File: config.mk
export PLATFORM = sky130hd
export DESIGN_NAME = serial_subtract
export DESIGN_NICKNAME = d
export VERILOG_FILES = /design/src/rtl/serial_subtract.sv
export SDC_FILE = /design/constraint.sdc
export NUM_CORES = 1
export LEC_CHECK = 0
export ABC_CLOCK_PERIOD_IN_PS = 1500
export CORE_MARGIN = 5
export CORE_UTILIZATION = 50
export DETAILED_ROUTE_END_ITERATION = 12
export PLACE_DENSITY = 0.76
export SLEW_MARGIN = 40
export SYNTH_ARGS = -nofsm -noshare
export SYNTH_HDL_FRONTEND = slang
export SYNTH_SLANG_ARGS = --single-unit
File: constraint.sdc
create_clock -name clk -period 1.5 [get_ports clk]
set_input_delay 0.45 -clock clk [delete_from_list [all_inputs] [get_ports clk]]
set_output_delay 0.45 -clock clk [all_outputs]
set_load 0.03 [all_outputs]
File: src/rtl/serial_subtract.sv
// serial_subtract: bit-serial two's-complement subtractor, D = A - B - BI.
// A single full-subtractor cell and a registered borrow process one bit per
// cycle, LSB first, so a WIDTH-bit difference takes WIDTH cycles of RUN.
//
// State table:
//   state | meaning
//   IDLE  | waiting for an operand bundle, in_ready = 1
//   RUN   | one difference bit per cycle, cnt tracks the bit index
//   DONE  | result held on d/bo/v/z with out_valid = 1 until out_ready
//
// Ports:
//   clk, rst             clock, synchronous active-high reset
//   in_valid / in_ready  operand handshake for a, b, bi
//   out_valid / out_ready result handshake for d, bo, v, z
//   d   difference mod 2^WIDTH
//   bo  borrow out (unsigned a < b + bi)
//   v   signed overflow
//   z   d == 0
module serial_subtract #(
  parameter int WIDTH = 8
) (
  input  logic             clk,
  input  logic             rst,
  input  logic             in_valid,
  output logic             in_ready,
  input  logic [WIDTH-1:0] a,
  input  logic [WIDTH-1:0] b,
  input  logic             bi,
  output logic             out_valid,
  input  logic             out_ready,
  output logic [WIDTH-1:0] d,
  output logic             bo,
  output logic             v,
  output logic             z
);

  localparam int CW = (WIDTH > 1) ? $clog2(WIDTH) : 1;

  typedef enum logic [1:0] {
    IDLE = 2'd0,
    RUN  = 2'd1,
    DONE = 2'd2
  } state_t;

  state_t state, state_n;

  logic [WIDTH-1:0] sa, sb, sd, sd_n;
  logic [WIDTH-1:0] d_r;
  logic             br, br_n;
  logic             bo_r, v_r, z_r;
  logic [CW-1:0]    cnt;
  logic             x, dbit, last, load;

  // Full-subtractor cell on the current LSB.
  assign x    = sa[0] ^ sb[0];
  assign dbit = x ^ br;
  assign br_n = (~sa[0] & sb[0]) | (~x & br);
  assign sd_n = {dbit, sd[WIDTH-1:1]};
  assign last = (cnt == CW'(WIDTH - 1));

  always_ff @(posedge clk) begin
    if (rst) state <= IDLE;
    else     state <= state_n;
  end

  always_comb begin
    state_n   = state;
    in_ready  = 1'b0;
    out_valid = 1'b0;
    load      = 1'b0;
    case (state)
      IDLE: begin
        in_ready = ~rst;
        if (in_valid && !rst) begin
          load    = 1'b1;
          state_n = RUN;
        end
      end
      RUN: begin
        if (last) state_n = DONE;
      end
      DONE: begin
        out_valid = 1'b1;
        if (out_ready) state_n = IDLE;
      end
      default: state_n = IDLE;
    endcase
  end

  always_ff @(posedge clk) begin
    if (rst) begin
      sa   <= '0;
      sb   <= '0;
      sd   <= '0;
      br   <= 1'b0;
      cnt  <= '0;
      d_r  <= '0;
      bo_r <= 1'b0;
      v_r  <= 1'b0;
      z_r  <= 1'b0;
    end else if (load) begin
      sa  <= a;
      sb  <= b;
      sd  <= '0;
      br  <= bi;
      cnt <= '0;
    end else if (state == RUN) begin
      sa <= sa >> 1;
      sb <= sb >> 1;
      sd <= sd_n;
      br <= br_n;
      if (last) begin
        // On the MSB step br is still the borrow into the MSB, so the
        // overflow flag is that borrow xor the borrow leaving the MSB.
        d_r  <= sd_n;
        bo_r <= br_n;
        v_r  <= br ^ br_n;
        z_r  <= (sd_n == '0);
      end else begin
        cnt <= cnt + 1'b1;
      end
    end
  end

  assign d  = d_r;
  assign bo = bo_r;
  assign v  = v_r;
  assign z  = z_r;

endmodule

==> impl_metrics.csv, run 1 <==
group,metric,value,unit
status,status,"finished with violations",
status,failed_checks,"negative setup slack",
worst_setup_path,critPathCapture,"in_ready",
placement,hpwl,2.56,mm
placement,routabilityCongestion,0.806,
synth,ys_seq_area_share,48.3,%
timing,min_period_over_period,108,%
timing,worst_pin_slew,531,ps
die,boundaryPins,34,
drt,viasPerCell,5.14,
final_layout,drive_above_1_share,24.3,%
synth,synth_area_leaders,"dfxtp_1, a221o_1, nand2_1",
final_layout,final_area,2270,µm²
timing,finalSetupTns,-185,ps
synth,synth_commonest_cells,"dfxtp_1, nand2_1, a21oi_1",
drt,wl_per_cell,13.1,µm
worst_setup_path,crit_family,"flip-flops",
worst_setup_path,r2r_start,"state[1]",
worst_setup_path,cp_num_cells,3,
pwr,leakagePower,0.000865,µW
global_route,grt_remaining_overflow,0,
die,initial_core_util,50.4,%
timing,period_needed,1630,ps
global_route,grt_pass1_vias,1452,
die,coreArea,3280,µm²
cts,cts_sinks,40,
cts,path_clk_slew,110,ps
global_route,grt_max_degree,15,
timing,finalSetupViolations,2,
placement,port_buffers,33,
die,dieWidth,67.6,µm
pwr,internal-power,1640,µW
synth,synth_cells,178,
final_layout,nets,253,
synth,synth.area.mux_share,0.604,%
timing,setup_slack,-126,ps
die,row_count,21,
final_layout,n_antenna_cell,0,
cts,cts_tree,"done",
pwr,power.share.combinational,12.0,%
synth,synth_compound_area_share,19.0,%
min_path,hold_path_class,"reg -> reg",
synth,ys_types,32,
cts,cts_buffers,5,
worst_setup_path,crit_path_start_kind,"flip-flop",
min_path,holdPathStages,2,
synth,async_flop_share,0,%
worst_setup_path,r2r-end,"sb[5]",
cts,cts.path.max_buffers,2,
timing,slew_headroom,64.6,%
worst_setup_path,cp-end-kind,"output pin",
cts,clock_latency,360,ps
pwr,clkPwrFrac,35.4,%
synth,yosys_register_bits,40,
synth,synth_top_family_by_area,"simple AND/OR/NAND/NOR gates",
worst_setup_path,rr_worst_depth,6,
worst_setup_path,worst_path_largest_cell_delay,350,ps
pwr,power.density,939,nW/µm²
worst_setup_path,critPathArrivalTime,1180,ps
drt,vias,1420,
synth,netlist_area,1660,µm²
synth,synth_top_area_cell,"dfxtp_1",
synth,avgSynthCellArea,9.31,µm²
worst_setup_path,cpMostUsedCell,"buf_6",
worst_setup_path,crit_buf_inv,2,
synth,synth_xor_area_share,1.06,%
timing,max_freq,615,MHz
worst_setup_path,cpMaxStageDelayCell,"dfxtp_2",
worst_setup_path,critical_path_class,"reg -> out",
die,die_h,67.6,µm
flow_run,maxCapViolCount,0,
pwr,switching_power,489,µW
pwr,swShare,22.9,%
worst_setup_path,critPathMaxFanout,4,
synth,synth_simple_gate_area_share,23.3,%
drt,wirelength,3.61,mm
timing,skew,12.8,ps
worst_setup_path,crit_path_cell_trace,"buf_6 -> nor3_4 -> buf_6",
global_route,grt_pass1_wl,6.18,mm
drt,first_iter_violations,97,
synth,yosysTopAreaCellShare,48.3,%
drt,final_antenna_net_count,0,
synth,synth_fa_ha_area_share,2.72,%
timing,hold_viol,0,
global_route,antenna_found_initial,0,
synth,synth_edf_count,0,
drt,dr.pass1.iters,4,
global_route,grt_usage,18.1,%
timing,maxSlewViolCount,0,
worst_setup_path,startpoint,"state[0]",
pwr,ir_drop,0.535,mV
worst_setup_path,r2r_slack,70,ps
synth,synth.most_common_cell,"dfxtp_1",
die,die_area,4560,µm²
cts,root_buffer,"clkbuf_4",
synth,synth_ff_type,"dfxtp_1",
drt,drc,0,
final_layout,areaGrowthSynthToFinish,37.2,%
placement,placedInstanceArea,2070,µm²
synth,yosysWarnings,0,
pwr,pwr-share-seq,52.7,%
synth,syn_nets,202,
timing,rsz0062_at_grt,"yes",
worst_setup_path,crit_required,1050,ps
cts,hold_buffers,0,
cts,htreeDepth,2,
registers in the layout (all words and copies together), names as in the netlist:
| register | count |
|---|---|
| d | 8 |
| z | 1 |
| v | 1 |
| sa | 8 |
| br | 1 |
| sd | 7 |
| bo | 1 |
| state | 2 |
| sb | 8 |
| cnt | 3 |
how the worst min path moves through the flow:
stage | from | end
after floorplan | sd[1] | d[0]
after global placement | d[1] | d[1]
after detailed placement | v | v
after CTS | v | v
after global routing | d[4] | d[4]
final | d[2] | d[2]
worst reg2reg max path, cell delays in order, from the launching register on:
cell and delay, ps:
dfxtp_2 360, buf_6 120, buf_4 160, nor4b_4 320
buf_4 190, and2_1 120, a221o_1 100
kinds of logic (layout without fill, tap and decap cells):
group / Yosys count / count (layout)
XOR/XNOR: 2 / 2
buffers and inverters: 14 / 66
AO/OA/AOI/OAI: 44 / 44
AND/OR/NAND/NOR: 74 / 74
adder cells (fa/ha/maj): 3 / 3
flip-flops: 40 / 40
multiplexers: 1 / 1
cell usage in the layout (no fill, tap or decap), types with 2 or more instances in the layout:
cell type        instances
a221o_1                 15
dfxtp_2                  3
xnor2_1                  2
a21oi_1                 22
clkdlybuf4s15_2          7
buf_2                    3
buf_6                    5
clkbuf_4                 5
o22ai_1                  2
and2_1                  13
nor2_1                   3
ha_1                     2
nor3_1                   3
dfxtp_1                 37
nor2b_1                  4
clkdlybuf4s50_1         19
buf_4                   19
o21ai_0                  2
inv_1                    3
nand2b_1                 2
nand2_1                 37
power groups by stage:
stage	Sequential, µW	Clock (µW)	Combinational (µW)
final	1120	755	255
after global routing	1130	815	279
after CTS	1120	778	242
after detailed placement	1140	0	232
after global placement	1140	0	223
after floorplan	1140	0	135
area by class of cell:
type / instances / area, µm²
fill: 269 / 1010
multi-input combinational: 124 / 808
sequential: 40 / 805
timing repair buffer: 55 / 502
tap: 46 / 57.6
clock buffer: 6 / 51.3
clock inverter: 2 / 38.8
inverter: 3 / 11.3
stage by stage:
| step | total power, µW | util (%) | setup slack, ps | std cells | hold slack (ps) |
|---|---|---|---|---|---|
| after global routing | 2220 | 69.2 | -197 | 276 | 492 |
| after floorplan | 1270 | - | 54.0 | 178 | 445 |
| after detailed placement | 1380 | 63.1 | -533 | 259 | 446 |
| after CTS | 2140 | 68.1 | -159 | 271 | 463 |
| after global placement | 1370 | 63.1 | -461 | 259 | 441 |
| final | 2130 | 69.2 | -126 | 276 | 461 |
routing by layer:
layer / vias up / part of all wire, % / track usage, %
met5: - / 0 / 0
met4: 0 / 3.3 / 10.9
met3: 11 / 4.8 / 4.49
met2: 39 / 50 / 32.3
met1: 644 / 42 / 19.0
li1: 726 / - / -
what timing repair did:
item	4_1_cts	5_1_grt
setup buffers	4	5
pin swaps	2	1
resized for setup	43	12
setup endpoints to repair	27	20
(Power assumes the default switching activity.)
==> run 2, diff against run 1 <==
PLACE_DENSITY = 0.83   (was 0.76)
==> impl_metrics.csv, run 2 (synthesis results as in run 1) <==
group,metric,value,unit
status,status,"finished with violations",
status,failed_checks,"negative setup slack",
timing,slew_headroom,63.5,%
timing,hold_viol,0,
placement,hpwl,2.35,mm
global_route,grt_remaining_overflow,0,
final_layout,fin_cells,268,
cts,clock_latency,340,ps
timing,finalSetupViolations,2,
final_layout,drive_above_1_share,21.2,%
global_route,grt_pass1_wl,5.24,mm
timing,maxSlewViolCount,0,
pwr,pwr-share-seq,60.3,%
global_route,grt_usage,15.7,%
worst_setup_path,critPathArrivalTime,1170,ps
final_layout,final_cell_mix,"dfxtp_1, nand2_1, a21oi_1, clkdlybuf4s50_1, a221o_1",
pwr,ir_drop,0.439,mV
drt,vias,1356,
placement,port_buffers,33,
pwr,internal-power,1410,µW
final_layout,nets,246,
cts,cts_buffers,5,
worst_setup_path,crit_path_start_kind,"flip-flop",
worst_setup_path,r2r_slack,70,ps
timing,min_period_over_period,108,%
worst_setup_path,critPathCapture,"in_ready",
die,initial_core_util,50.4,%
die,die_area,4560,µm²
worst_setup_path,r2r_start,"state[1]",
timing,max_freq,618,MHz
pwr,switching_power,451,µW
final_layout,post-route-util,66.9,%
die,die_h,67.6,µm
die,dieWidth,67.6,µm
cts,cts_sinks,40,
worst_setup_path,critPathMaxFanout,3,
die,row_count,21,
pwr,leakagePower,0.000804,µW
global_route,antenna_found_initial,0,
min_path,hold_path_class,"reg -> reg",
global_route,grt_pass1_vias,1184,
cts,cts_tree,"done",
die,boundaryPins,34,
drt,viasPerCell,5.06,
placement,dp.cells,258,
drt,first_iter_violations,67,
cts,hold_buffers,0,
global_route,grt_max_degree,18,
cts,root_buffer,"clkbuf_4",
pwr,power.share.combinational,13.1,%
drt,wirelength,3.36,mm
pwr,swShare,24.3,%
drt,wl_per_cell,12.5,µm
cts,htreeDepth,2,
worst_setup_path,rr_worst_depth,6,
worst_setup_path,startpoint,"state[1]",
final_layout,areaGrowthSynthToFinish,32.6,%
timing,setup_slack,-117,ps
drt,final_antenna_net_count,0,
timing,skew,7.28,ps
timing,rsz0062_at_grt,"yes",
timing,worst_pin_slew,547,ps
timing,period_needed,1620,ps
pwr,clkPwrFrac,26.6,%
flow_run,maxCapViolCount,0,
placement,routabilityCongestion,0.793,
worst_setup_path,critical_path_class,"reg -> out",
worst_setup_path,r2r-end,"sa[0]",
worst_setup_path,crit_required,1050,ps
drt,drc,0,
final_layout,layout_commonest_cell,"dfxtp_1",
die,coreArea,3280,µm²
pwr,power.density,845,nW/µm²
drt,dr.pass1.iters,4,
cts,cts.path.max_buffers,2,
cts,path_clk_slew,100,ps
worst_setup_path,cp-end-kind,"output pin",
final_layout,n_antenna_cell,0,
[run 2: cell count changes in the layout (fill, tap and decap cells not counted), sizes merged]
cell / before / now
buf: 27 / 19
bufinv: 1 / 0
clkdlybuf4s15: 7 / 9
clkdlybuf4s18: 1 / 0
[run 2: worst min path at each step]
| stage | startpoint | end | cells after the start |
|---|---|---|---|
| after global routing | d[5] | d[5] | 2 |
| final | d[7] | d[7] | 2 |
| after floorplan | sd[1] | d[0] | 2 |
| after global placement | d[4] | d[4] | 2 |
| after detailed placement | d[7] | d[7] | 2 |
| after CTS | d[7] | d[7] | 2 |
[run 2: repair_timing]
item / 4_1_cts / 5_1_grt
cloned: 0 / 0
setup buffers: 3 / 0
gates resized for setup: 39 / 4
pin swaps: 2 / 1
endpoints found under the setup margin: 33 / 6
hold endpoints to repair: 0 / 0
[run 2: power by group through the flow]
stage          Clock, µW  Combinational [µW]  Sequential (µW)
5_1_grt              561                 263             1130
4_1_cts              509                 239             1120
6_report             494                 243             1120
3_5_place_dp           0                 231             1140
3_3_place_gp           0                 227             1140
2_1_floorplan          0                 135             1140
[run 2: area by class of cell]
cell class | count | area (µm²)
clock inverter | 1 | 5.00
clock buffer | 6 | 41.3
multi-input combinational | 124 | 815
sequential | 40 | 806
timing repair buffer | 48 | 462
tap | 46 | 57.6
fill | 283 | 1090
inverter | 3 | 11.3
[run 2: through the flow]
| step | setup TNS (ps) | worst slack [ps] | hold slack (ps) | area [µm²] | total power [µW] |
|---|---|---|---|---|---|
| 5_1_grt | -318 | -171 | 477 | 2200 | 1950 |
| 2_1_floorplan | 0 | 54.0 | 445 | 1660 | 1270 |
| 6_report | -206 | -117 | 457 | 2200 | 1860 |
| 4_1_cts | -272 | -137 | 462 | 2170 | 1870 |
| 3_3_place_gp | -11040 | -470 | 441 | 2060 | 1370 |
| 3_5_place_dp | -13210 | -563 | 446 | 2060 | 1370 |
[run 2: layer usage]
metal,vias to the layer above,track usage [%],part of all wire (%)
li1,708,-,-
met2,32,26.2,47
met3,6,3.49,5.2
met5,-,0,0
met4,0,9.11,2.1
met1,610,18.2,45
[run 2: worst max-delay path, stage by stage (launching register included)]
cell and delay, ps:
dfxtp_4 380, buf_6 120, nor3_4 170, buf_6 160
